==> src/rtl/irq_ctrl_if.sv <==
// Register bus between the core's I/O decoder and the interrupt controller.
interface irq_ctrl_if;
   localparam int unsigned ADDR_W = 3;
   localparam int unsigned DATA_W = 16;

   logic [ADDR_W-1:0] bus_addr;
   logic              bus_wr;
   logic [DATA_W-1:0] bus_wdata;
   logic [DATA_W-1:0] bus_rdata;

   modport master (output bus_addr, output bus_wr, output bus_wdata, input bus_rdata);
   modport slave  (input bus_addr, input bus_wr, input bus_wdata, output bus_rdata);
endinterface

==> src/rtl/irq_ctrl.sv <==
// Fixed-priority interrupt controller: pending/mask/edge registers, single
// request line to the core, in-service tracking until software writes EOI.
module irq_ctrl #(
   parameter int unsigned N_SRC = 8
) (
   input  logic             clk,
   input  logic             rst,
   input  logic [N_SRC-1:0] src,
   input  logic             irq_en,
   output logic             irq_out,
   irq_ctrl_if.slave        bus
);
   localparam int unsigned DATA_W = 16;
   localparam int unsigned ID_W   = 4;
   localparam int unsigned PAD_W  = DATA_W - 2 - ID_W;

   localparam logic [2:0] A_PENDING = 3'd0;
   localparam logic [2:0] A_MASK    = 3'd1;
   localparam logic [2:0] A_EDGE    = 3'd2;
   localparam logic [2:0] A_VECTOR  = 3'd3;
   localparam logic [2:0] A_EOI     = 3'd4;

   localparam logic [1:0] ST_IDLE = 2'd0;
   localparam logic [1:0] ST_REQ  = 2'd1;
   localparam logic [1:0] ST_SVC  = 2'd2;

   logic [1:0]        state, state_nxt;
   logic [N_SRC-1:0]  pending, pending_nxt;
   logic [N_SRC-1:0]  mask, edge_cfg, src_prev;
   logic [N_SRC-1:0]  active, edge_set;
   logic [DATA_W-1:0] vector;
   logic [ID_W-1:0]   sel;
   logic              wr_pending, wr_mask, wr_edge, wr_eoi;
   logic              accept, eoi;

   assign wr_pending = bus.bus_wr && (bus.bus_addr == A_PENDING);
   assign wr_mask    = bus.bus_wr && (bus.bus_addr == A_MASK);
   assign wr_edge    = bus.bus_wr && (bus.bus_addr == A_EDGE);
   assign wr_eoi     = bus.bus_wr && (bus.bus_addr == A_EOI);

   assign active   = pending & mask;
   assign edge_set = src & ~src_prev;
   assign accept   = (state == ST_REQ) && irq_en;
   assign eoi      = wr_eoi && (state == ST_SVC);

   // Fixed priority select: lowest active index wins.
   always_comb begin
      sel = '0;
      for (int i = int'(N_SRC) - 1; i >= 0; i--) begin
         if (active[i]) sel = ID_W'(i);
      end
   end

   // Next pending: level tracks src, edge latches rising edges until W1C or acceptance.
   always_comb begin
      pending_nxt = pending;
      for (int i = 0; i < int'(N_SRC); i++) begin
         if (edge_cfg[i]) begin
            if (edge_set[i]) begin
               pending_nxt[i] = 1'b1;
            end else if ((wr_pending && bus.bus_wdata[i]) ||
                         (accept && active[i] && (sel == ID_W'(i)))) begin
               pending_nxt[i] = 1'b0;
            end
         end else begin
            pending_nxt[i] = src[i];
         end
         if (wr_edge && (bus.bus_wdata[i] != edge_cfg[i])) pending_nxt[i] = 1'b0;
      end
   end

   // Request state machine next-state logic.
   always_comb begin
      state_nxt = state;
      case (state)
         ST_IDLE: if (active != '0) state_nxt = ST_REQ;
         ST_REQ: begin
            if (irq_en)              state_nxt = ST_SVC;
            else if (active == '0)   state_nxt = ST_IDLE;
         end
         ST_SVC:  if (eoi) state_nxt = ST_IDLE;
         default: state_nxt = ST_IDLE;
      endcase
   end

   // State register and registered request line.
   always_ff @(posedge clk) begin
      if (rst) begin
         state   <= ST_IDLE;
         irq_out <= 1'b0;
      end else begin
         state   <= state_nxt;
         irq_out <= (state_nxt == ST_REQ);
      end
   end

   // Software-visible registers and in-service vector.
   always_ff @(posedge clk) begin
      if (rst) begin
         pending  <= '0;
         mask     <= '0;
         edge_cfg <= '0;
         vector   <= '0;
         src_prev <= '0;
      end else begin
         pending  <= pending_nxt;
         src_prev <= src;
         if (wr_mask) mask <= bus.bus_wdata[N_SRC-1:0];
         if (wr_edge) edge_cfg <= bus.bus_wdata[N_SRC-1:0];
         if (accept) begin
            if (active != '0) vector <= {2'b10, {PAD_W{1'b0}}, sel};
            else              vector <= {2'b11, {(DATA_W-2){1'b0}}};
         end else if (eoi) begin
            vector[15:14] <= 2'b00;
         end
      end
   end

   // Combinational read mux.
   always_comb begin
      bus.bus_rdata = '0;
      case (bus.bus_addr)
         A_PENDING: bus.bus_rdata = DATA_W'(pending);
         A_MASK:    bus.bus_rdata = DATA_W'(mask);
         A_EDGE:    bus.bus_rdata = DATA_W'(edge_cfg);
         A_VECTOR:  bus.bus_rdata = vector;
         default:   bus.bus_rdata = '0;
      endcase
   end
endmodule

==> src/flat_wrapper.sv <==
// flat-port wrapper written by rule: the top's interface ports become plain ports
module irq_ctrl_flat 
#(
   parameter int unsigned N_SRC = 8
)
  (clk, rst, src, irq_en, irq_out, bus_bus_addr, bus_bus_wr, bus_bus_wdata, bus_bus_rdata);
  irq_ctrl_if bus_i ();
  input  logic clk;
  input  logic rst;
  input  logic [N_SRC-1:0] src;
  input  logic irq_en;
  output logic irq_out;
  input wire logic [$bits(bus_i.bus_addr)-1:0] bus_bus_addr;
  input wire logic [$bits(bus_i.bus_wr)-1:0] bus_bus_wr;
  input wire logic [$bits(bus_i.bus_wdata)-1:0] bus_bus_wdata;
  output wire logic [$bits(bus_i.bus_rdata)-1:0] bus_bus_rdata;
  assign bus_i.bus_addr = bus_bus_addr;
  assign bus_i.bus_wr = bus_bus_wr;
  assign bus_i.bus_wdata = bus_bus_wdata;
  assign bus_bus_rdata = bus_i.bus_rdata;
  irq_ctrl #(.N_SRC(N_SRC)) u_core (.clk(clk), .rst(rst), .src(src), .irq_en(irq_en), .irq_out(irq_out), .bus(bus_i));
endmodule
==> config.mk <==
export PLATFORM = sky130hd
export DESIGN_NAME = irq_ctrl_flat
export DESIGN_NICKNAME = d
export VERILOG_FILES = /design/src/rtl/irq_ctrl_if.sv /design/src/rtl/irq_ctrl.sv /design/src/flat_wrapper.sv
export SDC_FILE = /design/constraint.sdc
export NUM_CORES = 1
export LEC_CHECK = 0
export BUFFER_PORTS_ARGS = -buffer_cell sky130_fd_sc_hd__buf_2
export CORE_MARGIN = 2
export CORE_UTILIZATION = 38
export CTS_CLUSTER_SIZE = 8
export DETAILED_ROUTE_END_ITERATION = 7
export PLACE_DENSITY = 0.67
export SLEW_MARGIN = 20
export SYNTH_ARGS = -nofsm -noshare
export SYNTH_HDL_FRONTEND = slang
export SYNTH_SLANG_ARGS = --single-unit
==> constraint.sdc <==
create_clock -name clk -period 2.3 [get_ports clk]
set_input_delay 0.345 -clock clk [delete_from_list [all_inputs] [get_ports clk]]
set_output_delay 0.345 -clock clk [all_outputs]
set_load 0.005 [all_outputs]
==> flow_summary.ini <==
[critical_path]
end_kind = output port
worstSetupPathType = in -> out
crit_required_ps = 1960
critical_path.startpoint_type = primary input
cp_slowest_cell = mux4_2
worstPathArrival_ps = 1540
cp_top_family = multiplexers
path_buf_inv = 2
crit_chain = buf_2 > mux4_2 > nor2b_1 > buf_2
cpPeakStageDelay_ps = 550
critPathMaxFanout = 15
cp_common_cell = buf_2

[grt]
grt_max_degree = 34
antenna_found_initial = 0
grt_usage_pct = 16.6
grt_remaining_overflow = 0
grt_pass1_wl_microns = 8140
grt_pass1_vias = 1762

[timing]
tns_ps = 0
timing.slew.headroom_pct = 57.6
fin_skew_ps = 6.48
worstMarginPinSlew_ps = 636
layout_min_cycle_time_ps = 1880
fin_hold_ws_ps = 278
drv_slew = 0
rsz0062_at_grt = no
setup_viol = 0
hold_viol_final = 0
finalCritPeriodShare_pct = 81.8
timing.fmax_mhz = 531

[final_layout]
nNetsFinal = 309
fin_area_sq_mm = 0.00243
drive_above_1_share_pct = 21.1
antenna_cells = 0
fin_cells = 351
area_delta_synth_final_pct = 14.3
final_util_pct = 44.6

[routing]
ant_nets = 0
drt-initial-drc-count = 101
drt_wl_total_microns = 4910
via_per_inst = 5.29
wl_per_cell_microns = 14.0
dr.pass1.iters = 4
drc = 0
num_vias = 1858

[cts]
clk_latency_ps = 290
cts_root_buf = clkbuf_8
cts_tree = yes
cts_buffers = 5
post_cts_buffers = 0
cts.sinks = 40
cts-resized-gates = 0
htreeDepth = 2
cts.reportedPaths.clkPinSlew_ps = 80
hold_buffers = 0
cts_buffer_depth = 2

[worst_hold_path]
hold_class = in -> reg

[floorplanning]
die_w_microns = 78.7
start_util_pct = 39.0
row_count = 27
io_pins = 48
fp.dieH_microns = 78.7
core-area_sq_mm = 0.00544
die_area_sq_mm = 0.00620

[power_and_ir_drop]
p_per_area_mw_per_mm2 = 566
p_leak_nw = 0.966
vdd_drop_max_mv = 0.383

[status]
status = finished, final reports clean

[synthesis]
syn_inst = 244
synth_enable_flop_cells = 0
ys_seq_area_share_pct = 37.7
ys_ff_latch = 40
synthArstFlopShare_pct = 0
synth-main-ff-cell = dfxtp_1
yosys_warnings = 0
synth.avg_cell_area_sq_um = 8.70
syn-cell-area_sq_mm = 0.00212
synthDistinctLibCells = 46

[placement]
place_area_sq_mm = 0.00234
hpwl_microns = 3510
place_congestion = 0.810
dp.cells = 343
io_buffers = 33

[flow_run]
maxCapViolCount = 0
-- per-layer routing --
layer	track usage [%]	vias to the layer above	wire, microns
met5	0	-	0
met4	4.91	0	42
met3	4.09	5	261
met2	27.7	51	2370
met1	21.3	870	2240
li1	-	932	-
-- through the flow --
step                power, mW  setup WS (ps)
finish                   1.37            418
global route             1.43            359
CTS                      1.38            410
detailed placement      0.903            410
global placement        0.900            414
floorplan               0.849            837
-- area by class of cell --
cell class | instances | area [sq um]
fill | 544 | 3010
tap | 72 | 90.1
sequential | 40 | 801
clock buffer | 8 | 90.1
multi-input combinational | 190 | 1230
timing repair buffer | 39 | 210
inverter | 2 | 7.51
-- cells in the final DEF (no fill, tap or decap), drive strengths merged, types with 3 or more instances in the layout --
cell / instances
o21ai: 5
nor3: 3
nand2: 44
conb: 6
buf: 39
clkbuf: 8
nor2: 23
nand3: 5
dfxtp: 40
xor2: 6
a221oi: 6
a2111oi: 4
a21oi: 28
mux2i: 13
a21boi: 3
a22oi: 4
nor2b: 13
a22o: 4
mux4: 3
-- Yosys cell counts (all sizes together) (2+ instances only) --
| library cell | number | share of area, % |
|---|---|---|
| clkbuf | 5 | 0.88 |
| nor4bb | 2 | 1.7 |
| a22o | 4 | 1.7 |
| a21boi | 3 | 1.1 |
| and4b | 2 | 0.94 |
| o21ai | 5 | 1.2 |
| dfxtp | 40 | 38 |
| a221oi | 6 | 3.1 |
| xor2 | 6 | 2.5 |
| a22oi | 4 | 1.7 |
| mux4 | 3 | 3.2 |
| nor3 | 3 | 0.71 |
| a21oi | 28 | 6.6 |
| nand3b | 2 | 0.88 |
| mux2i | 13 | 6.1 |
| inv | 2 | 0.35 |
| a2111oi | 4 | 2.2 |
| nand3 | 5 | 1.2 |
| nor2b | 13 | 4.0 |
| nand2 | 44 | 7.8 |
| nor2 | 23 | 4.1 |
| buf | 12 | 4.4 |
| nor4 | 2 | 0.88 |
-- state kept, by name (all words and copies together) (netlist names) --
register	flops
u_core.src_prev	8
u_core.state	2
u_core.irq_out	1
u_core.edge_cfg	8
u_core.pending	8
u_core.mask	8
u_core.vector	5
-- final timing paths --
| kind | slack (ps) | cells after the start | endpoint | from |
|---|---|---|---|---|
| max | 420 | 4 | bus_bus_rdata[0] | bus_bus_addr[0] |
| min | 280 | 2 | u_core.src_prev[3]$_SDFF_PP0_ | src[3] |
| max reg2reg | 760 | 4 | u_core.pending[6]$_SDFFE_PP0P_ | u_core.state[0]$_SDFF_PP0_ |
| min reg2reg | 460 | 2 | u_core.vector[1]$_SDFFE_PP0P_ | u_core.vector[1]$_SDFFE_PP0P_ |
-- where the power goes --
part	internal [mW]	leakage (nW)	switching (mW)
logic	0.0643	0.593	0.0859
registers	0.716	0.327	0.0212
clock network	0.245	0.0455	0.241
-- cell families after synthesis --
family	Yosys count	synth area share (%)
other cells	1	0.177
simple gates	100	24.2
compound gates	61	20.0
buf+inv	19	5.60
mux	16	9.32
flops	40	37.7
xor+xnor	7	2.89
-- worst register-to-register path: cells and delay by family (launching register included) --
family,cells,cell delay (ps)
and+or+nand+nor,2,610
AOI/OAI and AO/OA,2,390
DFF,1,380
(Power assumes the default switching activity.)
